### config.mk
export PLATFORM = sky130hd
export DESIGN_NAME = ctrl_fsm
export DESIGN_NICKNAME = d
export VERILOG_FILES = /design/src/rtl/ctrl_pkg.sv /design/src/rtl/ctrl_decode.sv /design/src/rtl/ctrl_fsm.sv
export SDC_FILE = /design/constraint.sdc
export NUM_CORES = 1
export LEC_CHECK = 0
export CORE_UTILIZATION = 40
export DETAILED_ROUTE_END_ITERATION = 8
export PLACE_DENSITY = 0.92
export SYNTH_ARGS = -nofsm -noshare
export SYNTH_HDL_FRONTEND = slang
export SYNTH_SLANG_ARGS = --single-unit
### constraint.sdc
create_clock -name i_clk -period 2.4 [get_ports i_clk]
set_input_delay 0.48 -clock i_clk [delete_from_list [all_inputs] [get_ports i_clk]]
set_output_delay 0.48 -clock i_clk [all_outputs]
set_load 0.03 [all_outputs]
### src/rtl/ctrl_pkg.sv
// rtl/ctrl_pkg.sv - shared state, opcode and control-field encodings for the RV32I multicycle controller
package ctrl_pkg;

  typedef enum logic [2:0] {
    ST_FETCH  = 3'd0,
    ST_DECODE = 3'd1,
    ST_EXEC   = 3'd2,
    ST_MEM    = 3'd3,
    ST_WB     = 3'd4,
    ST_TRAP   = 3'd7
  } state_e;

  localparam logic [6:0] OPC_LOAD   = 7'b0000011;
  localparam logic [6:0] OPC_STORE  = 7'b0100011;
  localparam logic [6:0] OPC_BRANCH = 7'b1100011;
  localparam logic [6:0] OPC_OP     = 7'b0110011;
  localparam logic [6:0] OPC_OP_IMM = 7'b0010011;
  localparam logic [6:0] OPC_LUI    = 7'b0110111;
  localparam logic [6:0] OPC_AUIPC  = 7'b0010111;
  localparam logic [6:0] OPC_JAL    = 7'b1101111;
  localparam logic [6:0] OPC_JALR   = 7'b1100111;

  localparam logic [3:0] IMM_I = 4'b0000;
  localparam logic [3:0] IMM_S = 4'b0001;
  localparam logic [3:0] IMM_B = 4'b0010;
  localparam logic [3:0] IMM_J = 4'b0100;
  localparam logic [3:0] IMM_U = 4'b1000;

  localparam logic [1:0] ALU_ADD    = 2'b00;
  localparam logic [1:0] ALU_FUNCT  = 2'b01;
  localparam logic [1:0] ALU_PASS_B = 2'b10;

  localparam logic [1:0] WB_MEM = 2'b00;
  localparam logic [1:0] WB_ALU = 2'b01;
  localparam logic [1:0] WB_PC4 = 2'b10;

  // funct3[1:0] access size to byte-lane mask
  function automatic logic [3:0] byte_mask(input logic [1:0] size);
    case (size)
      2'b00:   byte_mask = 4'b0001;
      2'b01:   byte_mask = 4'b0011;
      2'b10:   byte_mask = 4'b1111;
      default: byte_mask = 4'b0000;
    endcase
  endfunction

endpackage

### src/rtl/ctrl_decode.sv
// rtl/ctrl_decode.sv - combinational opcode/funct3 decode into instruction class and static datapath selects
module ctrl_decode
  import ctrl_pkg::*;
(
  input  logic [6:0] opcode,
  input  logic [2:0] funct3,
  output logic       legal,
  output logic       is_load,
  output logic       is_store,
  output logic       is_branch,
  output logic       is_lui,
  output logic       is_jump,
  output logic [3:0] imm_sel,
  output logic       a_sel,
  output logic       b_sel,
  output logic [1:0] alu_op,
  output logic [1:0] wb_sel,
  output logic [3:0] load_type,
  output logic       load_signed,
  output logic       br_unsigned
);

  always_comb begin
    legal     = 1'b1;
    is_load   = 1'b0;
    is_store  = 1'b0;
    is_branch = 1'b0;
    is_lui    = 1'b0;
    is_jump   = 1'b0;
    imm_sel   = IMM_I;
    a_sel     = 1'b0;
    b_sel     = 1'b1;
    alu_op    = ALU_FUNCT;
    wb_sel    = WB_ALU;
    case (opcode)
      OPC_LOAD: begin
        is_load = 1'b1;
        alu_op  = ALU_ADD;
        wb_sel  = WB_MEM;
      end
      OPC_STORE: begin
        is_store = 1'b1;
        imm_sel  = IMM_S;
        alu_op   = ALU_ADD;
      end
      OPC_BRANCH: begin
        is_branch = 1'b1;
        imm_sel   = IMM_B;
        a_sel     = 1'b1;
        alu_op    = ALU_ADD;
      end
      OPC_OP:     b_sel = 1'b0;
      OPC_OP_IMM: ;
      OPC_LUI: begin
        is_lui  = 1'b1;
        imm_sel = IMM_U;
        alu_op  = ALU_PASS_B;
      end
      OPC_AUIPC: begin
        imm_sel = IMM_U;
        a_sel   = 1'b1;
      end
      OPC_JAL: begin
        is_jump = 1'b1;
        imm_sel = IMM_J;
        a_sel   = 1'b1;
        alu_op  = ALU_ADD;
        wb_sel  = WB_PC4;
      end
      OPC_JALR: begin
        is_jump = 1'b1;
        alu_op  = ALU_ADD;
        wb_sel  = WB_PC4;
      end
      default: legal = 1'b0;
    endcase
  end

  assign load_type   = (is_load | is_store) ? byte_mask(funct3[1:0]) : 4'b0000;
  assign load_signed = is_load & ~funct3[2];
  assign br_unsigned = is_branch & funct3[2] & funct3[1];

endmodule

### src/rtl/ctrl_fsm.sv
// rtl/ctrl_fsm.sv - multicycle RV32I control FSM sequencing the datapath strobes
// Optional cycle/retired-instruction counters: define CTRL_PERF_CNT_EN.
module ctrl_fsm
  import ctrl_pkg::*;
#(
  parameter logic [31:0] RESET_IR     = 32'h0000_0013,
  parameter int          MEM_WAIT_MAX = 15
) (
  input  logic        i_clk,
  input  logic        i_reset,
  input  logic [31:0] instr,
  input  logic        BrEQ,
  input  logic        BrLT,
  input  logic        i_mem_ready,
  output logic        o_pc_en,
  output logic        PCSel,
  output logic [3:0]  ImmSel,
  output logic        RegWen,
  output logic        BrUn,
  output logic        ASel,
  output logic        BSel,
  output logic [1:0]  ALU_op,
  output logic [3:0]  LoadType,
  output logic        LoadSigned,
  output logic        MemRW,
  output logic [1:0]  WBSel,
  output logic        LUI_Sel,
  output logic        o_illegal,
  output logic [2:0]  o_state
`ifdef CTRL_PERF_CNT_EN
  ,
  output logic [31:0] o_cycle,
  output logic [31:0] o_instret
`endif
);

  localparam logic [2:0] S_FETCH  = ST_FETCH;
  localparam logic [2:0] S_DECODE = ST_DECODE;
  localparam logic [2:0] S_EXEC   = ST_EXEC;
  localparam logic [2:0] S_MEM    = ST_MEM;
  localparam logic [2:0] S_WB     = ST_WB;
  localparam logic [2:0] S_TRAP   = ST_TRAP;

  localparam int WAIT_W = (MEM_WAIT_MAX > 1) ? $clog2(MEM_WAIT_MAX) : 1;
  localparam logic [WAIT_W-1:0] WAIT_LAST = WAIT_W'(MEM_WAIT_MAX - 1);

  logic [2:0]        state_q, state_d;
  logic [31:0]       ir_q, ir_d;
  logic [WAIT_W-1:0] wait_q, wait_d;

  logic       dec_legal, dec_load, dec_store, dec_branch, dec_lui, dec_jump;
  logic [3:0] dec_imm_sel, dec_load_type;
  logic       dec_a_sel, dec_b_sel, dec_load_signed, dec_br_unsigned;
  logic [1:0] dec_alu_op, dec_wb_sel;
  logic       br_taken;

  ctrl_decode u_decode (
    .opcode      (ir_q[6:0]),
    .funct3      (ir_q[14:12]),
    .legal       (dec_legal),
    .is_load     (dec_load),
    .is_store    (dec_store),
    .is_branch   (dec_branch),
    .is_lui      (dec_lui),
    .is_jump     (dec_jump),
    .imm_sel     (dec_imm_sel),
    .a_sel       (dec_a_sel),
    .b_sel       (dec_b_sel),
    .alu_op      (dec_alu_op),
    .wb_sel      (dec_wb_sel),
    .load_type   (dec_load_type),
    .load_signed (dec_load_signed),
    .br_unsigned (dec_br_unsigned)
  );

  // Register fields are consumed by the datapath directly, not by control
  logic unused_ir_fields;
  assign unused_ir_fields = ^{ir_q[31:15], ir_q[11:7]};

  always_comb begin
    state_d = state_q;
    ir_d    = ir_q;
    wait_d  = wait_q;
    case (state_q)
      S_FETCH: begin
        ir_d    = instr;
        state_d = S_DECODE;
      end
      S_DECODE: state_d = dec_legal ? S_EXEC : S_TRAP;
      S_EXEC: begin
        wait_d = '0;
        if (dec_branch)                 state_d = S_FETCH;
        else if (dec_load || dec_store) state_d = S_MEM;
        else                            state_d = S_WB;
      end
      S_MEM: begin
        if (i_mem_ready)            state_d = dec_load ? S_WB : S_FETCH;
        else if (wait_q == WAIT_LAST) state_d = S_TRAP;
        else                        wait_d = wait_q + 1'b1;
      end
      S_WB:    state_d = S_FETCH;
      default: state_d = S_TRAP;
    endcase
  end

  always_ff @(posedge i_clk or negedge i_reset) begin
    if (!i_reset) begin
      state_q <= S_FETCH;
      ir_q    <= RESET_IR;
      wait_q  <= '0;
    end else begin
      state_q <= state_d;
      ir_q    <= ir_d;
      wait_q  <= wait_d;
    end
  end

  always_comb begin
    case (ir_q[14:12])
      3'b000:         br_taken = BrEQ;
      3'b001:         br_taken = ~BrEQ;
      3'b100, 3'b110: br_taken = BrLT;
      3'b101, 3'b111: br_taken = ~BrLT;
      default:        br_taken = 1'b0;
    endcase
  end

  // Strobes are pure functions of the state, so reset or TRAP drops them at once
  always_comb begin
    o_pc_en    = 1'b0;
    PCSel      = 1'b0;
    ImmSel     = 4'b0000;
    RegWen     = 1'b0;
    BrUn       = 1'b0;
    ASel       = 1'b0;
    BSel       = 1'b0;
    ALU_op     = 2'b00;
    LoadType   = 4'b0000;
    LoadSigned = 1'b0;
    MemRW      = 1'b0;
    WBSel      = 2'b00;
    LUI_Sel    = 1'b0;
    if (state_q inside {S_EXEC, S_MEM, S_WB}) begin
      ImmSel  = dec_imm_sel;
      ASel    = dec_a_sel;
      BSel    = dec_b_sel;
      ALU_op  = dec_alu_op;
      BrUn    = dec_br_unsigned;
      LUI_Sel = dec_lui;
    end
    if (state_q inside {S_MEM, S_WB}) begin
      LoadType   = dec_load_type;
      LoadSigned = dec_load_signed;
    end
    case (state_q)
      S_EXEC: begin
        if (dec_branch) begin
          o_pc_en = 1'b1;
          PCSel   = br_taken;
        end
      end
      S_MEM: begin
        MemRW   = dec_store;
        o_pc_en = dec_store & i_mem_ready;
      end
      S_WB: begin
        RegWen  = 1'b1;
        WBSel   = dec_wb_sel;
        o_pc_en = 1'b1;
        PCSel   = dec_jump;
      end
      default: ;
    endcase
  end

  assign o_illegal = (state_q == S_TRAP);
  assign o_state   = state_q;

`ifdef CTRL_PERF_CNT_EN
  logic [31:0] cycle_q, cycle_d, instret_q, instret_d;

  always_comb begin
    cycle_d   = cycle_q;
    instret_d = instret_q;
    if (state_q != S_TRAP) begin
      cycle_d = cycle_q + 32'd1;
      if (o_pc_en) instret_d = instret_q + 32'd1;
    end
  end

  always_ff @(posedge i_clk or negedge i_reset) begin
    if (!i_reset) begin
      cycle_q   <= '0;
      instret_q <= '0;
    end else begin
      cycle_q   <= cycle_d;
      instret_q <= instret_d;
    end
  end

  assign o_cycle   = cycle_q;
  assign o_instret = instret_q;
`endif

endmodule

Yosys cells after proc, flatten, opt, wreduce, memory -nomap -nowiden
Index checks and enable logic that the tools add are counted.
- register bits after elaboration: 22
- input port bits: 37
- output and inout port bits: 25
- word-level logic and storage cells: 91
- $add $sub $neg: 1
- equality and inequality tests: 25
- muxes and demuxes: 39
- bitwise gates (word level): 8
- reduce and logical (&&, ||, !) cells: 15
- operator list (operator ; number):
    == test 7 x 6 -> 1 bit (second input constant) ; 3
    == test 7 bit (second input constant) ; 3
    two-way mux 4 bit ; 5
    == test 3 bit (second input constant) ; 6
    two-way mux 3 bit ; 6
    two-way mux 1 bit ; 17
    case mux 4 bit (4 select lines) ; 1
    case mux 3 bit (5 select lines) ; 1
    == test 7 x 5 -> 1 bit (second input constant) ; 2
    case mux 4 bit (3 select lines) ; 1
    OR reduction 9 bit ; 1
    case mux 2 bit (2 select lines) ; 2
    case mux 4 bit (2 select lines) ; 1
    OR reduction 2 bit ; 4
    == test 7 x 2 -> 1 bit (second input constant) ; 1
    == test 3 x 1 -> 1 bit (second input constant) ; 2
    == test 3 x 2 -> 1 bit (second input constant) ; 2
    zero test 3 bit ; 2
    OR reduction 5 bit ; 1
    adder 4 x 1 -> 4 bit (second input constant) ; 1
    bitwise AND 1 bit ; 4
    == test 4 bit (second input constant) ; 1
    two-way mux 2 bit ; 2
    inequality test 2 bit (second input constant) ; 2
    other kinds (14) ; 17

Longest topological paths before layout
- word-level depth: 6
- gate-level depth with buffers: 6
- depth with buffers taken out: 6

Cells and area by module
From an unflattened synthesis, not the netlist that was laid out.
- cells, all modules: 149
- area total of the unflattened synthesis: 1391.3 um^2
- modules (own cells, without submodules) (module ; times used ; cells an instance ; area each (um^2) ; seq. area each (um^2)):
    ctrl_fsm ; 1 ; 106 ; 1103.6 ; 429.2
    ctrl_decode ; 1 ; 43 ; 287.8 ; 0.0

Least setup slack after synthesis
OpenSTA, ideal clock, no wires.
- path kind: register -> output
- start point: register state_q[2], in the netlist o_state[2]
- end point: output port LoadType[3]
- arrival time: 2.101 ns
- data required time: 1.920 ns
- path slack: -0.181 ns
- cell stages (with the launch flop): 7
- path buffers: 2
- cells stage by stage: dfrtp_1 -> buf_4 -> or3b_4 -> inv_4 -> o21ai_1 -> nor2_1 -> buf_4
- longest elaborated chain between the ends: 3
- elaborated cells on any way between the ends: 4
- those cells by class: eq/ne: 2; mux: 1; reduce/logical: 1
- RTL lines (element ; line ; source):
    start, declared ; ctrl_fsm.sv:47 ; logic [2:0] state_q, state_d;
    start signal, assigned ; ctrl_fsm.sv:112 ; state_q <= state_d;
    == test 3 x 2 -> 1 bit or == test 3 bit (tied branches) ; ctrl_fsm.sv:151 ; if (state_q inside {S_MEM, S_WB}) begin
    nonzero test 2 bit * ; ctrl_fsm.sv:151 ;
    two-way mux 4 bit * ; ctrl_fsm.sv:151 ;
    end, declared ; ctrl_fsm.sv:23 ; output logic [3:0] LoadType,
Every way passes the cells marked *; elsewhere a longest branch is shown, timed or not.

Final worst setup path
- start point: register ir_q[1]
- end point: output port LoadSigned
- longest elaborated chain between the ends: 4
- RTL lines (element ; line ; source):
    start, declared ; ctrl_fsm.sv:48 ; logic [31:0] ir_q, ir_d;
    start signal, assigned ; ctrl_fsm.sv:113 ; ir_q <= ir_d;
    == test 7 x 2 -> 1 bit ; ctrl_decode.sv:35 ; case (opcode)
    two-way mux 1 bit ; ctrl_decode.sv:35 ;
    bitwise AND 1 bit ; ctrl_decode.sv:80 ; assign load_signed = is_load & ~funct3[2];
    two-way mux 1 bit ; ctrl_fsm.sv:151 ;
    end, declared ; ctrl_fsm.sv:24 ; output logic LoadSigned,
No other way between the ends.

==> results by group <==
Status
  • Status: finished, violations left
  • Violated checks: DRC

Clock tree
  • Clk slew on worst S/H paths: 100 ps
  • Sink Count: 17
  • CTS tree: yes
  • Htree depth: 1
  • Total CTS buffers: 3
  • CTS max path bufs: 2
  • Clock latency on the worst-skew pair: 290 ps
  • Clk root buf: clkbuf_4

Route
  • WL/cell: 14.8 µm
  • Routed vias: 1175
  • 1st-iter DRT viols: 44
  • Drt pass-1 iters: 6
  • Antenna Nets Post-Route: 0
  • DRC Markers: 10
  • Total Routed Length: 3090 µm
  • Via density: 5.62

Layout
  • Area grow syn2layout: 37.0%
  • Fin nets: 223
  • Design Area, Final: 0.00165 mm²
  • Antenna Cells: 0
  • Share of cells above drive strength 1: 31.5%
  • Final non-filler cell total: 209
  • Fillers: 247

Floorplan
  • Floorplan row count: 19
  • Die W: 56.9 µm
  • I/O Pins: 62
  • Core footprint: 0.00281 mm²
  • Die Ht: 56.9 µm
  • Full die area: 0.00324 mm²
  • Starting density of the core: 43.0%

Synth
  • Cell taking the most area after synthesis: dfrtp_1
  • Yosys warns: 0
  • Post-Syn Area: 0.00121 mm²
  • Yosys cell types: 41
  • Largest cells by area after synthesis: dfrtp_1, ha_1, dfstp_2, mux2_2, o21ai_0
  • Main flop type after synthesis: dfrtp_1
  • Syn Nets: 179
  • Most common cell in the netlist: dfrtp_1
  • Synthesis-stage register bit count: 17
  • Ys async rst share: 100%
  • Post-synth top cells: dfrtp_1, inv_1, nand2_1, o21ai_0, nor2_1
  • Sequential-to-total area share from yosys stat: 35.6%
  • Post-Synthesis Cells: 135
  • EDFF count, synth: 0
  • Post-synth top area share: 29.0%
  • Syn_area_per_cell: 8.93 µm²

Place
  • Hpwl dp: 2360 µm
  • Post-DP Area: 0.00161 mm²
  • Setup Slack @ Placement: 87.6 ps
  • Placed cells: 205
  • RePlAce Congestion: 0.912
  • Port buffer count: 39

Timing
  • Slew HR: 48.5%
  • Fmax: 432 MHz
  • Setup slack after layout: 87.1 ps
  • Least-Margin Pin Slew: 769 ps
  • Tmin final: 2310 ps
  • Fin crit share: 96.4%
  • Fin. Hold Viols: 0
  • Slew Limit Fails: 0
  • Final Skew: 6.26 ps
  • Final setup viols: 0

Global route
  • Largest net degree at the start of global routing: 18
  • Number of global-route vias before repair: 1161
  • Initial antenna violation count: 0
  • First-pass GRT wire length: 4970 µm
  • Global route total overflow: 0
  • Total track usage: 19.7%

Critical path
  • Max FO, Critical Path: 5
  • Critical path arrival: 1830 ps
  • Critical path class: register to output port
  • Worst R2R Setup Slack: 780 ps
  • Critical Path RT: 1920 ps
  • Crit. End Element: output port
  • CP Launch Type: register

Power and ir drop
  • Leakage: 0.821 nW
  • Peak VDD IR: 276 µV
  • Power per standard cell area: 435 mW/mm²

Min path
  • Worst min path class: register to register

Job
  • Max_cap viols: 0
==> worst max-delay path: stages, from the launching register on <==
cell and delay, ps:
dfstp_2 550, and3b_2 250, and3_4 210, buf_4 130, o21ai_2 90, nor3_2 110, buf_4 180
==> timing repair <==
action,4_1_cts,5_1_grt
buffers inserted,0,0
setup endpoints to repair,6,9
pin swaps,0,2
hold buffers,0,0
gates resized for setup,6,6
==> layout make-up <==
type,count,area (µm²),share of cell area (%)
Sequential cell,17,429,26.0
Multi-Input combinational cell,96,697,42.2
Clock buffer,4,26.3,1.59
Timing Repair Buffer,48,410,24.8
Tap cell,31,38.8,2.35
Inverter,13,51.3,3.10
==> per-stage QoR <==
stage / utilization, % / setup TNS, ps / hold WS (ps) / total power [mW]
floorplan: - / -28.3 / 184 / 0.480
global placement: 57.5 / 0 / 519 / 0.553
detailed placement: 57.5 / 0 / 527 / 0.567
CTS: 58.6 / 0 / 550 / 0.724
global route: 58.9 / -28.1 / 566 / 0.765
finish: 58.9 / 0 / 550 / 0.719
==> cell usage in the layout, fill, tap and decap left out, types with 5 or more instances in the layout <==
master            n
and3_1            5
nor2_1            6
o21ai_0          11
inv_1            12
nand3_1           6
ha_1              7
buf_4            26
mux2_2            5
nand2_1          12
dfrtp_1          14
clkdlybuf4s50_1  18
==> flip-flops by register name, indices dropped and copies added, names as in the netlist <==
signal and cells:
ir_q 10, o_state 3, wait_q 4
==> per-layer routing <==
metal | wire (µm) | track usage, % | vias to the layer above | share of wire, %
met3 | 175 | 3.00 | 5 | 5.7
met4 | 34 | 8.36 | 0 | 1.1
li1 | - | - | 556 | -
met5 | 0 | 0 | - | 0
met2 | 1650 | 36.8 | 38 | 53
met1 | 1230 | 22.1 | 576 | 40
==> where the power goes <==
| group | total (mW) | switching, mW | internal, mW |
|---|---|---|---|
| Combinational | 0.213 | 0.118 | 0.0947 |
| Sequential | 0.352 | 0.0326 | 0.320 |
| Clock | 0.153 | 0.0886 | 0.0646 |
| Total | 0.719 | 0.239 | 0.479 |
==> final timing paths <==
path,from,end,depth (start not counted)
worst max-delay path,ir_q[1],LoadSigned,6
max in group asynchronous,i_reset,wait_q[0],1
min in group asynchronous,i_reset,ir_q[14],1
worst min register to register,ir_q[3],ir_q[3],1
worst max register to register,ir_q[1],o_state[2],5
worst min-delay path,ir_q[3],ir_q[3],1
==> cell families after synthesis <==
kind of cell	Yosys count	synth area share [%]
adder cells (fa/ha/maj)	7	7.26
XOR/XNOR	2	1.45
multiplexers	6	5.50
buffers and inverters	22	9.34
flip-flops	17	35.6
AND/OR/NAND/NOR	51	23.8
AO/OA/AOI/OAI	30	17.1
Note: power is estimated with default switching activity, not from simulation.
